===== config.mk =====
export PLATFORM = sky130hd
export DESIGN_NAME = datapath_control_unit
export DESIGN_NICKNAME = d
export VERILOG_FILES = /design/src/rtl/datapath_control_unit.sv
export SDC_FILE = /design/constraint.sdc
export NUM_CORES = 1
export LEC_CHECK = 0
export CAP_MARGIN = 5
export CORE_MARGIN = 4
export CORE_UTILIZATION = 36
export CTS_CLUSTER_DIAMETER = 80
export DETAILED_ROUTE_END_ITERATION = 10
export PLACE_DENSITY_LB_ADDON = 0.15
export SYNTH_ARGS = -nofsm -noshare
export SYNTH_HDL_FRONTEND = slang
export SYNTH_SLANG_ARGS = --single-unit

===== constraint.sdc =====
create_clock -name clock -period 2.9 [get_ports clock]
set_input_delay 0.58 -clock clock [delete_from_list [all_inputs] [get_ports clock]]
set_output_delay 0.58 -clock clock [all_outputs]
set_load 0.05 [all_outputs]

===== src/rtl/datapath_control_unit.sv =====
// Hardwired Moore control unit: sequences DataPath through fetch (T0-T2) and
// per-opcode execute steps (T3-T7), decoding strobes from state and IR.
module datapath_control_unit #(
   parameter logic [4:0] ALU_ADD       = 5'b00011,
   parameter int         RESET_PC_HOLD = 1
) (
   input  logic        clock,
   input  logic        clear,
   input  logic [31:0] ir,
   input  logic        CON_out,
   output logic        PCout,
   output logic        Zlowout,
   output logic        MDRout,
   output logic        BAout,
   output logic        Rout,
   output logic        Cout,
   output logic        InPortout,
   output logic        MARin,
   output logic        PCin,
   output logic        MDRin,
   output logic        IRin,
   output logic        Yin,
   output logic        ZLowIn,
   output logic        Rin,
   output logic        CONin,
   output logic        OutPortin,
   output logic        IncPC,
   output logic        Read,
   output logic        Write,
   output logic        Gra,
   output logic        Grb,
   output logic        Grc,
   output logic        Zhighout,
   output logic        ZHighIn,
   output logic        HIin,
   output logic        LOin,
   output logic        HIout,
   output logic        LOout,
   output logic        Yout,
   output logic [4:0]  opcode,
   output logic        run,
   output logic [3:0]  state_dbg
);

   typedef enum logic [3:0] {
      S_RESET = 4'd0,
      S_T0    = 4'd7,
      S_T1    = 4'd8,
      S_T2    = 4'd9,
      S_T3    = 4'd10,
      S_T4    = 4'd11,
      S_T5    = 4'd12,
      S_T6    = 4'd13,
      S_T7    = 4'd14,
      S_HALT  = 4'd15
   } state_t;

   localparam logic [4:0] OP_LD   = 5'b00000;
   localparam logic [4:0] OP_ST   = 5'b00001;
   localparam logic [4:0] OP_ADDI = 5'b01100;
   localparam logic [4:0] OP_BR   = 5'b10010;
   localparam logic [4:0] OP_JR   = 5'b10011;
   localparam logic [4:0] OP_IN   = 5'b10110;
   localparam logic [4:0] OP_OUT  = 5'b10111;
   localparam logic [4:0] OP_HALT = 5'b11011;

   // Last hold-counter value spent in RESET; a hold of 0 behaves like 1.
   localparam logic [7:0] HOLD_LAST = (RESET_PC_HOLD > 1) ? 8'(RESET_PC_HOLD - 1) : 8'd0;

   state_t      state, next_state;
   logic [7:0]  hold_cnt;
   logic [4:0]  op;
   logic        is_alu, is_addi, is_ld, is_st, is_mem, is_br;
   logic        unused_ir;

   assign op        = ir[31:27];
   assign unused_ir = ^ir[26:0];
   assign is_alu    = (op == 5'b00011) || (op == 5'b00100) || (op == 5'b00101) || (op == 5'b00110);
   assign is_addi   = (op == OP_ADDI);
   assign is_ld     = (op == OP_LD);
   assign is_st     = (op == OP_ST);
   assign is_mem    = is_ld || is_st;
   assign is_br     = (op == OP_BR);

   assign run       = (state != S_RESET) && (state != S_HALT);
   assign state_dbg = state;
   assign Zhighout  = 1'b0;
   assign ZHighIn   = 1'b0;
   assign HIin      = 1'b0;
   assign LOin      = 1'b0;
   assign HIout     = 1'b0;
   assign LOout     = 1'b0;
   assign Yout      = 1'b0;

   // clear wins over everything, including HALT and mid-instruction states.
   always_ff @(posedge clock) begin
      if (clear) begin
         state    <= S_RESET;
         hold_cnt <= 8'd0;
      end else begin
         state    <= next_state;
         hold_cnt <= (state == S_RESET) ? hold_cnt + 8'd1 : 8'd0;
      end
   end

   always_comb begin
      next_state = state;
      {PCout, Zlowout, MDRout, BAout, Rout, Cout, InPortout} = '0;
      {MARin, PCin, MDRin, IRin, Yin, ZLowIn, Rin, CONin, OutPortin} = '0;
      {IncPC, Read, Write, Gra, Grb, Grc} = '0;
      opcode = 5'b00000;
      case (state)
         S_RESET: if (hold_cnt >= HOLD_LAST) next_state = S_T0;
         S_T0: begin
            PCout = 1'b1; MARin = 1'b1; IncPC = 1'b1; ZLowIn = 1'b1;
            next_state = S_T1;
         end
         S_T1: begin
            Zlowout = 1'b1; PCin = 1'b1; Read = 1'b1; MDRin = 1'b1;
            next_state = S_T2;
         end
         S_T2: begin
            MDRout = 1'b1; IRin = 1'b1;
            next_state = S_T3;
         end
         S_T3: begin
            next_state = S_T0;
            if (is_alu || is_addi) begin
               Grb = 1'b1; Rout = 1'b1; Yin = 1'b1; next_state = S_T4;
            end else if (is_mem) begin
               Grb = 1'b1; BAout = 1'b1; Yin = 1'b1; next_state = S_T4;
            end else if (is_br) begin
               Gra = 1'b1; Rout = 1'b1; CONin = 1'b1; next_state = S_T4;
            end else if (op == OP_IN) begin
               InPortout = 1'b1; Gra = 1'b1; Rin = 1'b1;
            end else if (op == OP_OUT) begin
               Gra = 1'b1; Rout = 1'b1; OutPortin = 1'b1;
            end else if (op == OP_JR) begin
               Gra = 1'b1; Rout = 1'b1; PCin = 1'b1;
            end else if (op == OP_HALT) begin
               next_state = S_HALT;
            end
         end
         S_T4: begin
            next_state = S_T0;
            if (is_alu) begin
               Grc = 1'b1; Rout = 1'b1; ZLowIn = 1'b1; opcode = op; next_state = S_T5;
            end else if (is_addi || is_mem) begin
               Cout = 1'b1; ZLowIn = 1'b1; opcode = ALU_ADD; next_state = S_T5;
            end else if (is_br) begin
               PCout = 1'b1; Yin = 1'b1; next_state = S_T5;
            end
         end
         S_T5: begin
            next_state = S_T0;
            if (is_alu || is_addi) begin
               Zlowout = 1'b1; Gra = 1'b1; Rin = 1'b1;
            end else if (is_mem) begin
               Zlowout = 1'b1; MARin = 1'b1; next_state = S_T6;
            end else if (is_br) begin
               Cout = 1'b1; ZLowIn = 1'b1; opcode = ALU_ADD; next_state = S_T6;
            end
         end
         S_T6: begin
            next_state = S_T0;
            if (is_ld) begin
               Read = 1'b1; MDRin = 1'b1; next_state = S_T7;
            end else if (is_st) begin
               Gra = 1'b1; Rout = 1'b1; MDRin = 1'b1; next_state = S_T7;
            end else if (is_br && CON_out) begin
               Zlowout = 1'b1; PCin = 1'b1;
            end
         end
         S_T7: begin
            next_state = S_T0;
            if (is_ld) begin
               MDRout = 1'b1; Gra = 1'b1; Rin = 1'b1;
            end else if (is_st) begin
               Write = 1'b1;
            end
         end
         S_HALT:  next_state = S_HALT;
         default: next_state = S_RESET;
      endcase
   end

endmodule


==> results.tsv <==
stage	metric	value	unit
clock_network	clockBufferDepth	2	
synthesis	synth-edff-count	0	
synthesis	ys.warnings.count	0	
power_and_ir_drop	p_leak	0.778	nW
power_and_ir_drop	sequentialPowerShare	0.205	
run_status	status	finished clean	
critical_path	rr_endpoint	state_dbg[3]	
cells_and_area	utilization	0.733	
placed_design	place.gp.congestion	0.894	
critical_path	rr_worst_depth	6	
critical_path	endpoint_kind	primary output	
cells_and_area	area_delta_synth_final	92.4	%
global_routing	grt-ovfl-total	0	
timing	rsz0062_at_grt	no	
global_routing	antenna_found_initial	0	
route	vias	1245	
route	drt-vias-per-instance	5.37	
global_routing	grt_max_degree	18	
global_routing	grt_pass1_wl	5400	µm
timing	worst_slew_pin_slew	0.498	ns
global_routing	grt_pass1_vias	1192	
job	timing.max_cap.violations	0	
clock_network	cts.sinks	4	
clock_network	cts_tree	yes	
timing	fin_skew	0.00868	ns
placed_design	dp_hpwl	2570	µm
critical_path	endpoint	IncPC	
route	routed_wl	3300	µm
die	die_y	59.2	µm
cells_and_area	diodes	0	
timing	setup_viol	0	
critical_path	path_max_fanout	13	
power_and_ir_drop	clkPwrFrac	0.117	
timing	period_minus_slack	2.78	ns
clock_network	clock_latency	0.25	ns
cells_and_area	drive_gt1_frac	0.431	
synthesis	async_reset_ff_frac	0	
power_and_ir_drop	p_sw_frac	0.553	
critical_path	crit_chain	nand2_2 > or2_2 > inv_1 > clkdlybuf4s50_1	
timing	fin_setup_tns	0	ns
critical_path	arrival	2.20	ns
die	start_util	0.381	
synthesis	ys.flop_type	dfxtp_1	
synthesis	ys_types	49	
critical_path	critPathRequiredTime	2.32	ns
clock_network	cts_inserted_buffers	3	
power_and_ir_drop	internal_power	0.286	mW
cells_and_area	fill_cells	206	
synthesis	netlist_area	943	µm²
critical_path	path_class	flop to primary output	
clock_network	clkTransAtPathRegs	0.04	ns
cells_and_area	final_cell_mix	29 x buf_4, 23 x buf_12, 17 x nor2_1, 12 x a21oi_1	
critical_path	regToRegSetupSlack	1.08	ns
route	antenna_left	0	
die	io_pins	74	
power_and_ir_drop	power_switching	0.354	mW
clock_network	holdBufCountCts	0	
placed_design	io_buffers	37	
die	core	2480	µm²
cells_and_area	final_common_cell	buf_4	
power_and_ir_drop	vdd.ir_drop.worst	0.770	mV
critical_path	cpPeakStageDelay	0.80	ns
die	die_area	3500	µm²
synthesis	netlist_instances	146	
synthesis	synth_seq_area_share	0.0849	
die	num_rows	18	
placed_design	place_inst	229	
critical_path	reg2reg_from	state_dbg[3]	
die	die_w	59.2	µm
route	drt_iter0_markers	34	
global_routing	track_usage	0.203	
synthesis	ys_ff_latch	4	
route	drcViolationCount	0	
cells_and_area	final-instance-count-excl-fill	232	
route	dr.pass1.iters	4	
clock_network	cts_max_level	1	
power_and_ir_drop	power.density	353	nW/µm²
clock_network	clockRootBuffer	clkbuf_4	
critical_path	crit_path_start_kind	flop	
route	wl_per_cell	14.2	µm
cells_and_area	largest_reg_flops	4	
cells_and_area	nNetsFinal	239	
critical_path	critPathSlowestCell	clkdlybuf4s50_1	
timing	maxSlewViolCount	0	
timing	fmax	359	MHz
timing	fin_crit_sh	0.959	
timing	relSlewSlack	0.667	
timing	hold_violations	0	
critical_path	startpoint	state_dbg[0]	
min_path	hp-class	flop to flop	
power_and_ir_drop	combPwrFrac	0.678	
synthesis	synth.avg_cell_area	6.46	µm²
[stage by stage]
step           setup slack (ns)  hold WS, ns  area [µm²]  total power [mW]
6_report                  0.118        0.578        1820             0.640
5_1_grt                  0.0359        0.593        1820             0.692
4_1_cts                  0.0161        0.584        1780             0.639
3_5_place_dp             -0.191        0.579        1730             0.557
3_3_place_gp             -0.168        0.568        1730             0.547
2_1_floorplan            -0.118        0.649        1010             0.447
[kinds of logic (layout without fill, tap and decap cells)]
family / Yosys count / after routing / share of synthesized area
compound gates: 45 / 45 / 0.313
fa+ha+maj: 1 / 1 / 0.0106
buf+inv: 26 / 74 / 0.167
xor+xnor: 3 / 3 / 0.0279
other cells: 1 / 9 / 0.00397
simple gates: 66 / 66 / 0.393
flops: 4 / 4 / 0.0849
[worst min-delay path by stage]
stage | start | endpoint | slack (ns) | cells after the start
floorplan | clear | state_dbg[2] | 0.65 | 1
global placement | state_dbg[1] | state_dbg[2] | 0.57 | 2
detailed placement | state_dbg[1] | state_dbg[2] | 0.58 | 2
CTS | state_dbg[1] | state_dbg[2] | 0.58 | 2
global route | state_dbg[1] | state_dbg[2] | 0.59 | 2
finish | state_dbg[1] | state_dbg[2] | 0.58 | 2
[repair_timing]
item,in CTS,in global routing
endpoints found under the setup margin,14,14
gates resized for setup,10,10
buffers inserted,0,0
pin swaps,0,1
[power groups by stage]
| stage | sequential [mW] | combinational (mW) | clock [mW] |
|---|---|---|---|
| 3_5_place_dp | 0.130 | 0.427 | 0 |
| 5_1_grt | 0.136 | 0.473 | 0.0826 |
| 3_3_place_gp | 0.126 | 0.421 | 0 |
| 6_report | 0.131 | 0.434 | 0.0751 |
| 4_1_cts | 0.129 | 0.432 | 0.0782 |
| 2_1_floorplan | 0.144 | 0.303 | 0 |
[critical path: cells and delay by family (launching register included)]
family        cells  cell delay (ns)
buf+inv           2             0.86
flops             1             0.56
simple gates      2             0.53
[layout make-up]
| class | count | area, µm² | area share |
|---|---|---|---|
| Sequential cell | 4 | 82.6 | 0.0455 |
| Clock buffer | 3 | 22.5 | 0.0124 |
| Inverter | 4 | 15.0 | 0.00827 |
| Timing Repair Buffer | 67 | 831 | 0.458 |
| Multi-Input combinational cell | 124 | 827 | 0.456 |
| Tap cell | 30 | 37.5 | 0.0207 |
[Yosys cell counts, types with 2 or more instances]
master    instances  share of area
nand2_1           9          0.036
nor3_1            4          0.021
or3_1             3          0.020
o21bai_1          2          0.016
xor2_1            2          0.019
dfxtp_1           4          0.085
or2_1             2          0.013
nor2_1           18          0.072
nand4_1           2          0.013
a21oi_1          13          0.069
inv_1             4          0.016
nand3_1           2          0.011
a31oi_1           7          0.046
nand2b_1          6          0.040
buf_4            11          0.088
and2_1            3          0.020
or2_2             3          0.020
nand2_2           2          0.013
o21ai_0           9          0.048
buf_2             9          0.048
o31ai_1           2          0.016
nor4_1            2          0.013
[per-layer routing]
metal / track usage / wire length, µm
met5: 0 / 0
met2: 0.345 / 1650
met3: 0.0349 / 220
met1: 0.248 / 1380
met4: 0.0906 / 55
(Power assumes the default switching activity.)
